## src/rtl/audio_adc_capture_pkg.sv

```systemverilog
// Shared definitions for the codec ADC capture path: channel polarity, FSM encoding
// and the bundled codec pin type carried through the synchronizers.
package audio_adc_capture_pkg;

  localparam int   SAMPLE_WIDTH_DEF = 16;
  localparam logic LRCK_LEFT        = 1'b0;

  typedef enum logic [2:0] {
    ST_IDLE    = 3'd0,
    ST_SYNC    = 3'd1,
    ST_SHIFT_L = 3'd2,
    ST_PAD_L   = 3'd3,
    ST_SHIFT_R = 3'd4,
    ST_PAD_R   = 3'd5
  } cap_state_e;

  typedef struct packed {
    logic bclk;
    logic lrck;
    logic dat;
  } codec_pins_t;

endpackage

```

## src/rtl/sync_frame_fifo.sv

```systemverilog
// First-word-fall-through frame FIFO with level count; DEPTH must be a power of two
// so the pointers wrap naturally.
module sync_frame_fifo #(
  parameter int WIDTH = 32,
  parameter int DEPTH = 8
) (
  input  logic                     CLK,
  input  logic                     reset,
  input  logic                     push,
  input  logic [WIDTH-1:0]         push_data,
  input  logic                     pop,
  output logic [WIDTH-1:0]         head,
  output logic [$clog2(DEPTH):0]   level,
  output logic                     full,
  output logic                     empty
);

  localparam int AW = $clog2(DEPTH);

  logic [WIDTH-1:0] mem [DEPTH];
  logic [AW-1:0]    wr_ptr, rd_ptr;
  logic             do_push, do_pop;

  assign empty   = (level == '0);
  assign full    = (level == (AW+1)'(DEPTH));
  assign do_pop  = pop & ~empty;
  // A full FIFO still takes a frame when the head leaves in the same cycle.
  assign do_push = push & (~full | do_pop);
  assign head    = empty ? '0 : mem[rd_ptr];

  always_ff @(posedge CLK or negedge reset) begin
    if (!reset) begin
      wr_ptr <= '0;
      rd_ptr <= '0;
      level  <= '0;
    end else begin
      if (do_push) wr_ptr <= wr_ptr + 1'b1;
      if (do_pop)  rd_ptr <= rd_ptr + 1'b1;
      case ({do_push, do_pop})
        2'b10:   level <= level + 1'b1;
        2'b01:   level <= level - 1'b1;
        default: ;
      endcase
    end
  end

  always_ff @(posedge CLK) begin
    if (do_push) mem[wr_ptr] <= push_data;
  end

endmodule

```

## src/rtl/audio_adc_capture.sv

```systemverilog
// I2S receive deserializer: oversamples the codec ADC pins in the CLK domain, frames
// {left,right} words and queues them in a FWFT FIFO for the record path.
module audio_adc_capture
  import audio_adc_capture_pkg::*;
#(
  parameter int SAMPLE_WIDTH = SAMPLE_WIDTH_DEF,
  parameter int FIFO_DEPTH   = 8,
  parameter int SYNC_STAGES  = 2
) (
  input  logic                          CLK,
  input  logic                          reset,
  input  logic                          enable,
  input  logic                          adc_bclk,
  input  logic                          adc_lrck,
  input  logic                          adc_dat,
  output logic [2*SAMPLE_WIDTH-1:0]     sample_data,
  output logic                          sample_valid,
  input  logic                          sample_ready,
  output logic [$clog2(FIFO_DEPTH):0]   fifo_level,
  output logic                          overflow,
  output logic                          frame_error,
  input  logic                          clear_flags
);

  localparam int             CW       = $clog2(SAMPLE_WIDTH+1);
  localparam logic [CW-1:0]  LAST_BIT = CW'(SAMPLE_WIDTH-1);

  codec_pins_t [SYNC_STAGES-1:0] sync_q;
  codec_pins_t                   pins_s;
  logic                          bclk_d, lrck_d;
  logic                          bit_ev, lr_chg, lr_left;

  cap_state_e                    state, state_nxt;
  logic [CW-1:0]                 bcnt;
  logic [SAMPLE_WIDTH-1:0]       left_reg, right_reg;
  logic                          shift_l, shift_r, cnt_clr, push, err_set;
  logic                          push_q, ovf_set;
  logic                          fifo_full, fifo_empty;

  // All three pins share one chain so bclk, lrck and dat stay cycle-aligned.
  always_ff @(posedge CLK or negedge reset) begin
    if (!reset) sync_q <= '0;
    else        sync_q <= {sync_q[SYNC_STAGES-2:0], adc_bclk, adc_lrck, adc_dat};
  end

  assign pins_s = sync_q[SYNC_STAGES-1];

  always_ff @(posedge CLK or negedge reset) begin
    if (!reset) begin
      bclk_d <= 1'b0;
      lrck_d <= 1'b0;
    end else begin
      bclk_d <= pins_s.bclk;
      if (bit_ev) lrck_d <= pins_s.lrck;
    end
  end

  assign bit_ev  = pins_s.bclk & ~bclk_d;
  assign lr_chg  = bit_ev & (pins_s.lrck ^ lrck_d);
  assign lr_left = (pins_s.lrck == LRCK_LEFT);

  always_ff @(posedge CLK or negedge reset) begin
    if (!reset) state <= ST_IDLE;
    else        state <= state_nxt;
  end

  always_comb begin
    state_nxt = state;
    if (!enable) state_nxt = ST_IDLE;
    else begin
      case (state)
        ST_IDLE:  state_nxt = ST_SYNC;
        ST_SYNC:  if (lr_chg && lr_left) state_nxt = ST_SHIFT_L;
        ST_SHIFT_L, ST_SHIFT_R: begin
          // A short word restarts framing from whichever channel edge cut it off.
          if (lr_chg)
            state_nxt = lr_left ? ST_SHIFT_L : ST_SYNC;
          else if (bit_ev && bcnt == LAST_BIT)
            state_nxt = (state == ST_SHIFT_L) ? ST_PAD_L : ST_PAD_R;
        end
        ST_PAD_L: if (lr_chg && !lr_left) state_nxt = ST_SHIFT_R;
        ST_PAD_R: if (lr_chg && lr_left)  state_nxt = ST_SHIFT_L;
        default:  state_nxt = ST_IDLE;
      endcase
    end
  end

  always_comb begin
    shift_l = 1'b0;
    shift_r = 1'b0;
    cnt_clr = 1'b0;
    push    = 1'b0;
    err_set = 1'b0;
    if (enable) begin
      case (state)
        ST_SYNC, ST_PAD_L, ST_PAD_R: cnt_clr = lr_chg;
        ST_SHIFT_L, ST_SHIFT_R: begin
          if (lr_chg) begin
            err_set = 1'b1;
            cnt_clr = 1'b1;
          end else if (bit_ev) begin
            shift_l = (state == ST_SHIFT_L);
            shift_r = (state == ST_SHIFT_R);
            push    = (state == ST_SHIFT_R) && (bcnt == LAST_BIT);
          end
        end
        default: ;
      endcase
    end
  end

  always_ff @(posedge CLK or negedge reset) begin
    if (!reset) begin
      bcnt      <= '0;
      left_reg  <= '0;
      right_reg <= '0;
      push_q    <= 1'b0;
    end else begin
      if (!enable || cnt_clr)    bcnt <= '0;
      else if (shift_l | shift_r) bcnt <= bcnt + 1'b1;
      if (shift_l) left_reg  <= {left_reg[SAMPLE_WIDTH-2:0], pins_s.dat};
      if (shift_r) right_reg <= {right_reg[SAMPLE_WIDTH-2:0], pins_s.dat};
      // Push one cycle after the last shift so the frame registers are complete.
      push_q <= push;
    end
  end

  assign ovf_set = push_q & fifo_full & ~(sample_ready & ~fifo_empty);

  always_ff @(posedge CLK or negedge reset) begin
    if (!reset) begin
      overflow    <= 1'b0;
      frame_error <= 1'b0;
    end else begin
      if (ovf_set)          overflow    <= 1'b1;
      else if (clear_flags) overflow    <= 1'b0;
      if (err_set)          frame_error <= 1'b1;
      else if (clear_flags) frame_error <= 1'b0;
    end
  end

  sync_frame_fifo #(
    .WIDTH (2*SAMPLE_WIDTH),
    .DEPTH (FIFO_DEPTH)
  ) u_fifo (
    .CLK       (CLK),
    .reset     (reset),
    .push      (push_q),
    .push_data ({left_reg, right_reg}),
    .pop       (sample_ready),
    .head      (sample_data),
    .level     (fifo_level),
    .full      (fifo_full),
    .empty     (fifo_empty)
  );

  assign sample_valid = ~fifo_empty;

endmodule

```

## config.mk

```make
export PLATFORM = sky130hd
export DESIGN_NAME = audio_adc_capture
export DESIGN_NICKNAME = d
export VERILOG_FILES = /design/src/rtl/audio_adc_capture_pkg.sv /design/src/rtl/sync_frame_fifo.sv /design/src/rtl/audio_adc_capture.sv
export SDC_FILE = /design/constraint.sdc
export NUM_CORES = 1
export LEC_CHECK = 0
export CAP_MARGIN = 10
export CORE_UTILIZATION = 48
export CTS_BUF_LIST = sky130_fd_sc_hd__clkbuf_16
export CTS_CLUSTER_DIAMETER = 50
export CTS_CLUSTER_SIZE = 16
export DETAILED_ROUTE_END_ITERATION = 12
export GPL_TIMING_DRIVEN = 0
export PLACE_DENSITY = 0.65
export SLEW_MARGIN = 20
export SYNTH_ARGS = -nofsm -noshare
export SYNTH_HDL_FRONTEND = slang
export SYNTH_HIERARCHICAL = 1
export SYNTH_SLANG_ARGS = --single-unit
```

## constraint.sdc

```tcl
create_clock -name CLK -period 10.7 [get_ports CLK]
set_input_delay 1.605 -clock CLK [delete_from_list [all_inputs] [get_ports CLK]]
set_output_delay 1.605 -clock CLK [all_outputs]
set_load 0.03 [all_outputs]
```

=== After elaboration in Yosys (flattened, before gate mapping) ===
Memories as Yosys holds them, arrays and structs flattened.
Cells that the tools add are included.

* Bits in registers: 61
* Logic and storage cells: 100
* Memory bits (writable): 256
* Memories: 1

{| class="wikitable"
|+ Memory list
! name !! depth !! width !! rd ports !! clocked after memory_dff !! write ports !! line !! RTL
|-
| u_fifo.mem || 8 || 32 || 1 || 0 || 1 || sync_frame_fifo.sv:20 || <nowiki>logic [WIDTH-1:0] mem [DEPTH];</nowiki>
|}

* Reduce and logical (&&, ||, !) cells: 16
* Bitwise logic cells: 14
* Equal/unequal tests: 12
* $add $sub $neg: 5
* Mux-type cells: 34

{| class="wikitable"
|+ Operator list
! kind !! count
|-
| 32-bit 2-to-1 mux || 1
|-
| 1-bit 2-to-1 mux || 21
|-
| 3-bit 2-to-1 mux || 6
|-
| 3-bit case mux with 4 select lines || 1
|-
| 5-bit 2-to-1 mux || 2
|-
| 4-bit case mux with 2 select lines || 1
|-
| 2-bit nonzero test || 4
|-
| 3-bit by 1-bit adder with 3-bit output, second input constant || 2
|-
| 1-bit AND || 6
|-
| 3-bit by 2-bit == test with 1-bit output, second input constant || 2
|-
| 3-bit == test, second input constant || 2
|-
| 5-bit by 1-bit adder with 5-bit output, second input constant || 1
|-
| 5-bit by 4-bit == test with 1-bit output, second input constant || 1
|-
| 1-bit inverter || 5
|-
| 4-bit by 1-bit adder with 4-bit output, second input constant || 1
|-
| 4-bit == test, second input constant || 1
|-
| 1-bit logical AND || 4
|-
| 4-bit zero test || 1
|-
| 4-bit != test, second input constant || 1
|-
| 2-bit OR reduction || 2
|-
| 4-bit by 1-bit subtractor with 4-bit output, second input constant || 1
|-
| 3-bit by 1-bit == test with 1-bit output, second input constant || 1
|-
| 3-bit zero test || 1
|-
| 3-bit by 2-bit != test with 1-bit output, second input constant || 1
|-
| other kinds (11) || 12
|}

=== Depth between registers and ports, before layout ===
* Word-level depth: 9
* Depth in mapped cells: 10

=== Cells and area by module ===
Netlist, hierarchy kept.

{| class="wikitable"
|+ Modules (own cells, without submodules)
! module !! times used !! area an instance (µm²) !! cells each
|-
| sync_frame_fifo || 1 || 10352.4 || 472
|-
| audio_adc_capture || 1 || 2248.4 || 159
|}

=== Worst setup path after synthesis ===
OpenSTA, ideal clock, no wires.

* Kind: input port to flip-flop
* Start: input sample_ready
* End: memory u_fifo.mem[0][0], enable pin
* Arrival time: 5.193 ns
* Setup slack: 5.005 ns
* Stages on the path: 3
* Buffers on the path: 1
* Setup time: 0.501 ns
* Data required time: 10.199 ns
* Path through: clkbuf_1 -> o31ai_4 -> nor4_1

* Cells in the longest elaborated chain, start to end: 5

{| class="wikitable"
|+ Ends and longest elaborated chain
! element !! line !! RTL
|-
| start, declared || audio_adc_capture.sv:18 || <nowiki>input logic sample_ready,</nowiki>
|-
| 1-bit AND || sync_frame_fifo.sv:26 || <nowiki>assign do_pop = pop & ~empty;</nowiki>
|-
| 1-bit bitwise OR || sync_frame_fifo.sv:28 || <nowiki>assign do_push = push & (~full | do_pop);</nowiki>
|-
| 1-bit AND || sync_frame_fifo.sv:28 ||
|-
| 1-bit 2-to-1 mux || sync_frame_fifo.sv:48 || <nowiki>if (do_push) mem[wr_ptr] <= push_data;</nowiki>
|-
| 1-bit 2-to-1 mux (not written as such) || sync_frame_fifo.sv:48 ||
|-
| end, declared || sync_frame_fifo.sv:20 ||
|}

No other way between the ends.

=== Final worst setup path ===
* Start: register u_fifo.rd_ptr[1]
* End: output sample_data[22]

* Cells in the longest elaborated chain, start to end: 2

{| class="wikitable"
|+ Ends and longest elaborated chain
! element !! line !! RTL
|-
| start, declared || sync_frame_fifo.sv:21 || <nowiki>logic [AW-1:0] wr_ptr, rd_ptr;</nowiki>
|-
| start signal, assigned || sync_frame_fifo.sv:38 || <nowiki>if (do_pop) rd_ptr <= rd_ptr + 1'b1;</nowiki>
|-
| memory read 8 x 32 bit || -- ||
|-
| 32-bit 2-to-1 mux || sync_frame_fifo.sv:29 || <nowiki>assign head = empty ? '0 : mem[rd_ptr];</nowiki>
|-
| end, declared || audio_adc_capture.sv:16 || <nowiki>output logic [2*SAMPLE_WIDTH-1:0] sample_data,</nowiki>
|}

No other way between the ends.

==> results.tsv <==
metric	value	unit
root_buffer	clkbuf_16	
dieArea	26900	um^2
postCtsSetupRepairBufs	0	
chipHeight	164	um
grt_max_degree	33	
r2r_slack	7.82	ns
slew_headroom	34.3	%
ys.flop_type	edfxtp_1	
cts_tree	done	
grt_pass1_wl	37900	um
hold_class	register to register	
h-tree-depth	1	
worstReg2RegEnd	u_fifo/level[3]$_DFFE_PN0P_	
place_area	13800	um^2
clock_latency	0.55	ns
syn-num-nets	646	
p_seq_share	43.6	%
setup.worst_path.class	register to output port	
required	9.10	ns
via_per_inst	5.62	
area_growth	18.3	%
finalPower	3.10	mW
swShare	27.5	%
yosysUniqueCellTypes	54	
port_buffers	46	
timing.final.crit_share	46.3	%
slew_violations	0	
overflow	0	
cp.arrival	3.35	ns
rsz0062_at_grt	no	
synth_warnings	6	
crit_path_start	u_fifo/rd_ptr[1]$_DFFE_PN0N_	
final-hold-violation-count	0	
utilization	58.5	%
vias	6153	
syn_area_per_cell	20.0	um^2
drcViolationCount	0	
wl	24400	um
largest_register_ff_count	256	
layout_common_cells	edfxtp_1 (256), mux4_2 (64), dfrtp_1 (61), nor2_1 (45), clkdlybuf4s50_1 (45)	
antenna_found_initial	0	
tightest_slew	0.985	ns
hpwl	15800	um
leakage	5.41	nW
row_count	58	
final_common_cell	edfxtp_1	
drv_cap	0	
grt_pass1_vias	6376	
fin_crit	4.96	ns
synth-edff-count	256	
drtIter0Drc	447	
globalRouteTotalUtil	19.3	%
synth_cells	631	
die_x	164	um
start_util	49.5	%
worst-r2r-cell-count	10	
ios	47	
postRouteAntennaNets	0	
insertedDiodeCount	0	
drive_above_1_share	28.8	%
cp_max_fo	10	
nets	756	
fin_tns_setup	0	ns
p_int	2.25	mW
critPathLaunchType	register	
wl_per_cell	22.3	um
crit_end	sample_data[22]	
cts_resized	0	
power_switching	852	uW
fin_area	14900	um^2
coreArea	25500	um^2
fin_worst_skew	0.0112	ns
rr_startpoint	u_fifo/level[1]$_DFFE_PN0P_	
endpoint_kind	output port	
finalWeightedCongestion	0.808	
fillers	1836	
firstDrtPassIters	5	
pwr-share-comb	19.8	%
power_frac_clock	36.5	%
status	finished clean	
syn_area	12600	um^2
peakVddDrop	0.213	mV
async_flop_share	19.2	%
cts_buffers	31	
cts_sinks	317	
cts_buffer_depth	3	
hold_buffers	0	
ys_ff_latch	317	
yosysSeqAreaShare	73.1	%
min_from	sync_q[1]$_DFF_PN0_	
clk_pin_slew	0.07	ns
max_freq	0.202	GHz
powerDensity	208	nW/um^2
finalSetupViolCount	0	
-- synth_stat cells (3+ instances only) --
cell type  count  share of area (%)
xnor2_1       10               0.70
buf_4          3               0.18
a211oi_1       3               0.18
buf_1          6               0.18
edfxtp_1     256                 61
mux4_2        64                 11
nand2b_1       7               0.35
buf_2         13               0.52
nor2_1        48                1.4
clkbuf_1       5               0.15
dfrtp_1       61                 12
buf_6          4               0.36
o211ai_1       3               0.18
mux2i_1       35                2.8
ha_1           6               0.60
nand2_1        5               0.15
nor2b_1        5               0.25
mux2_4        20                2.4
o21ai_0        5               0.20
inv_1         13               0.39
nor3_1         5               0.20
mux2_2        15                1.3
-- cell families (layout without fill, tap and decap cells) --
| kind of cell | count (synthesis) | in the layout | share of synthesized area (%) |
|---|---|---|---|
| DFF | 317 | 317 | 73.1 |
| muxes | 134 | 134 | 17.9 |
| and+or+nand+nor | 86 | 86 | 3.52 |
| buffers and inverters | 44 | 177 | 1.77 |
| AOI/OAI and AO/OA | 31 | 31 | 2.01 |
| xor gates and xnor gates | 12 | 12 | 0.894 |
| adders and majority gates | 7 | 7 | 0.755 |
-- worst max-delay path: stages, from the launching register on --
cell,delay [ns]
dfrtp_1,0.38
buf_2,0.28
clkbuf_1,0.73
mux4_2,0.41
mux2i_1,0.30
nor2_1,0.09
clkdlybuf4s50_1,0.61
-- power by group through the flow --
| stage | Sequential [mW] | Clock (mW) | Combinational (mW) |
|---|---|---|---|
| floorplan | 1.39 | 0 | 0.411 |
| global placement | 1.38 | 0 | 0.619 |
| detailed placement | 1.38 | 0 | 0.627 |
| CTS | 1.35 | 1.15 | 0.629 |
| global route | 1.36 | 1.21 | 0.660 |
| finish | 1.35 | 1.13 | 0.616 |
-- per-layer routing --
metal  track usage [%]  routed length (um)  share of wire [%]
met1              26.7               10500                 43
met2              32.4               12400                 51
met3              2.93                1070                4.4
met4              4.59                 469                1.9
met5                 0                   0                  0
-- area by class of cell --
type	count	area, um^2	share of cell area (%)
Buffer	31	174	1.17
Clock buffer	31	776	5.20
Clock inverter	25	307	2.06
Inverter	13	48.8	0.327
Multi-Input combinational cell	270	3210	21.5
Sequential cell	317	9210	61.8
Tap cell	330	413	2.77
Timing Repair Buffer	77	766	5.14
-- worst min path at each step --
stage	endpoint	slack, ns	depth (start not counted)
after floorplan	pins_s[0]$_DFF_PN0_	0.33	0
after global placement	pins_s[1]$_DFF_PN0_	0.34	0
after detailed placement	pins_s[2]$_DFF_PN0_	0.34	0
after CTS	pins_s[1]$_DFF_PN0_	0.36	0
after global routing	pins_s[1]$_DFF_PN0_	0.36	0
final	pins_s[1]$_DFF_PN0_	0.36	0
-- stage by stage --
stage	worst slack (ns)	hold WS, ns	cells
2_1_floorplan	5.01	0.331	631
3_3_place_gp	0.906	0.336	1007
3_5_place_dp	6.30	0.338	1038
4_1_cts	5.84	0.358	1094
5_1_grt	5.71	0.361	1094
6_report	5.74	0.355	1094
(Power assumes the default switching activity.)
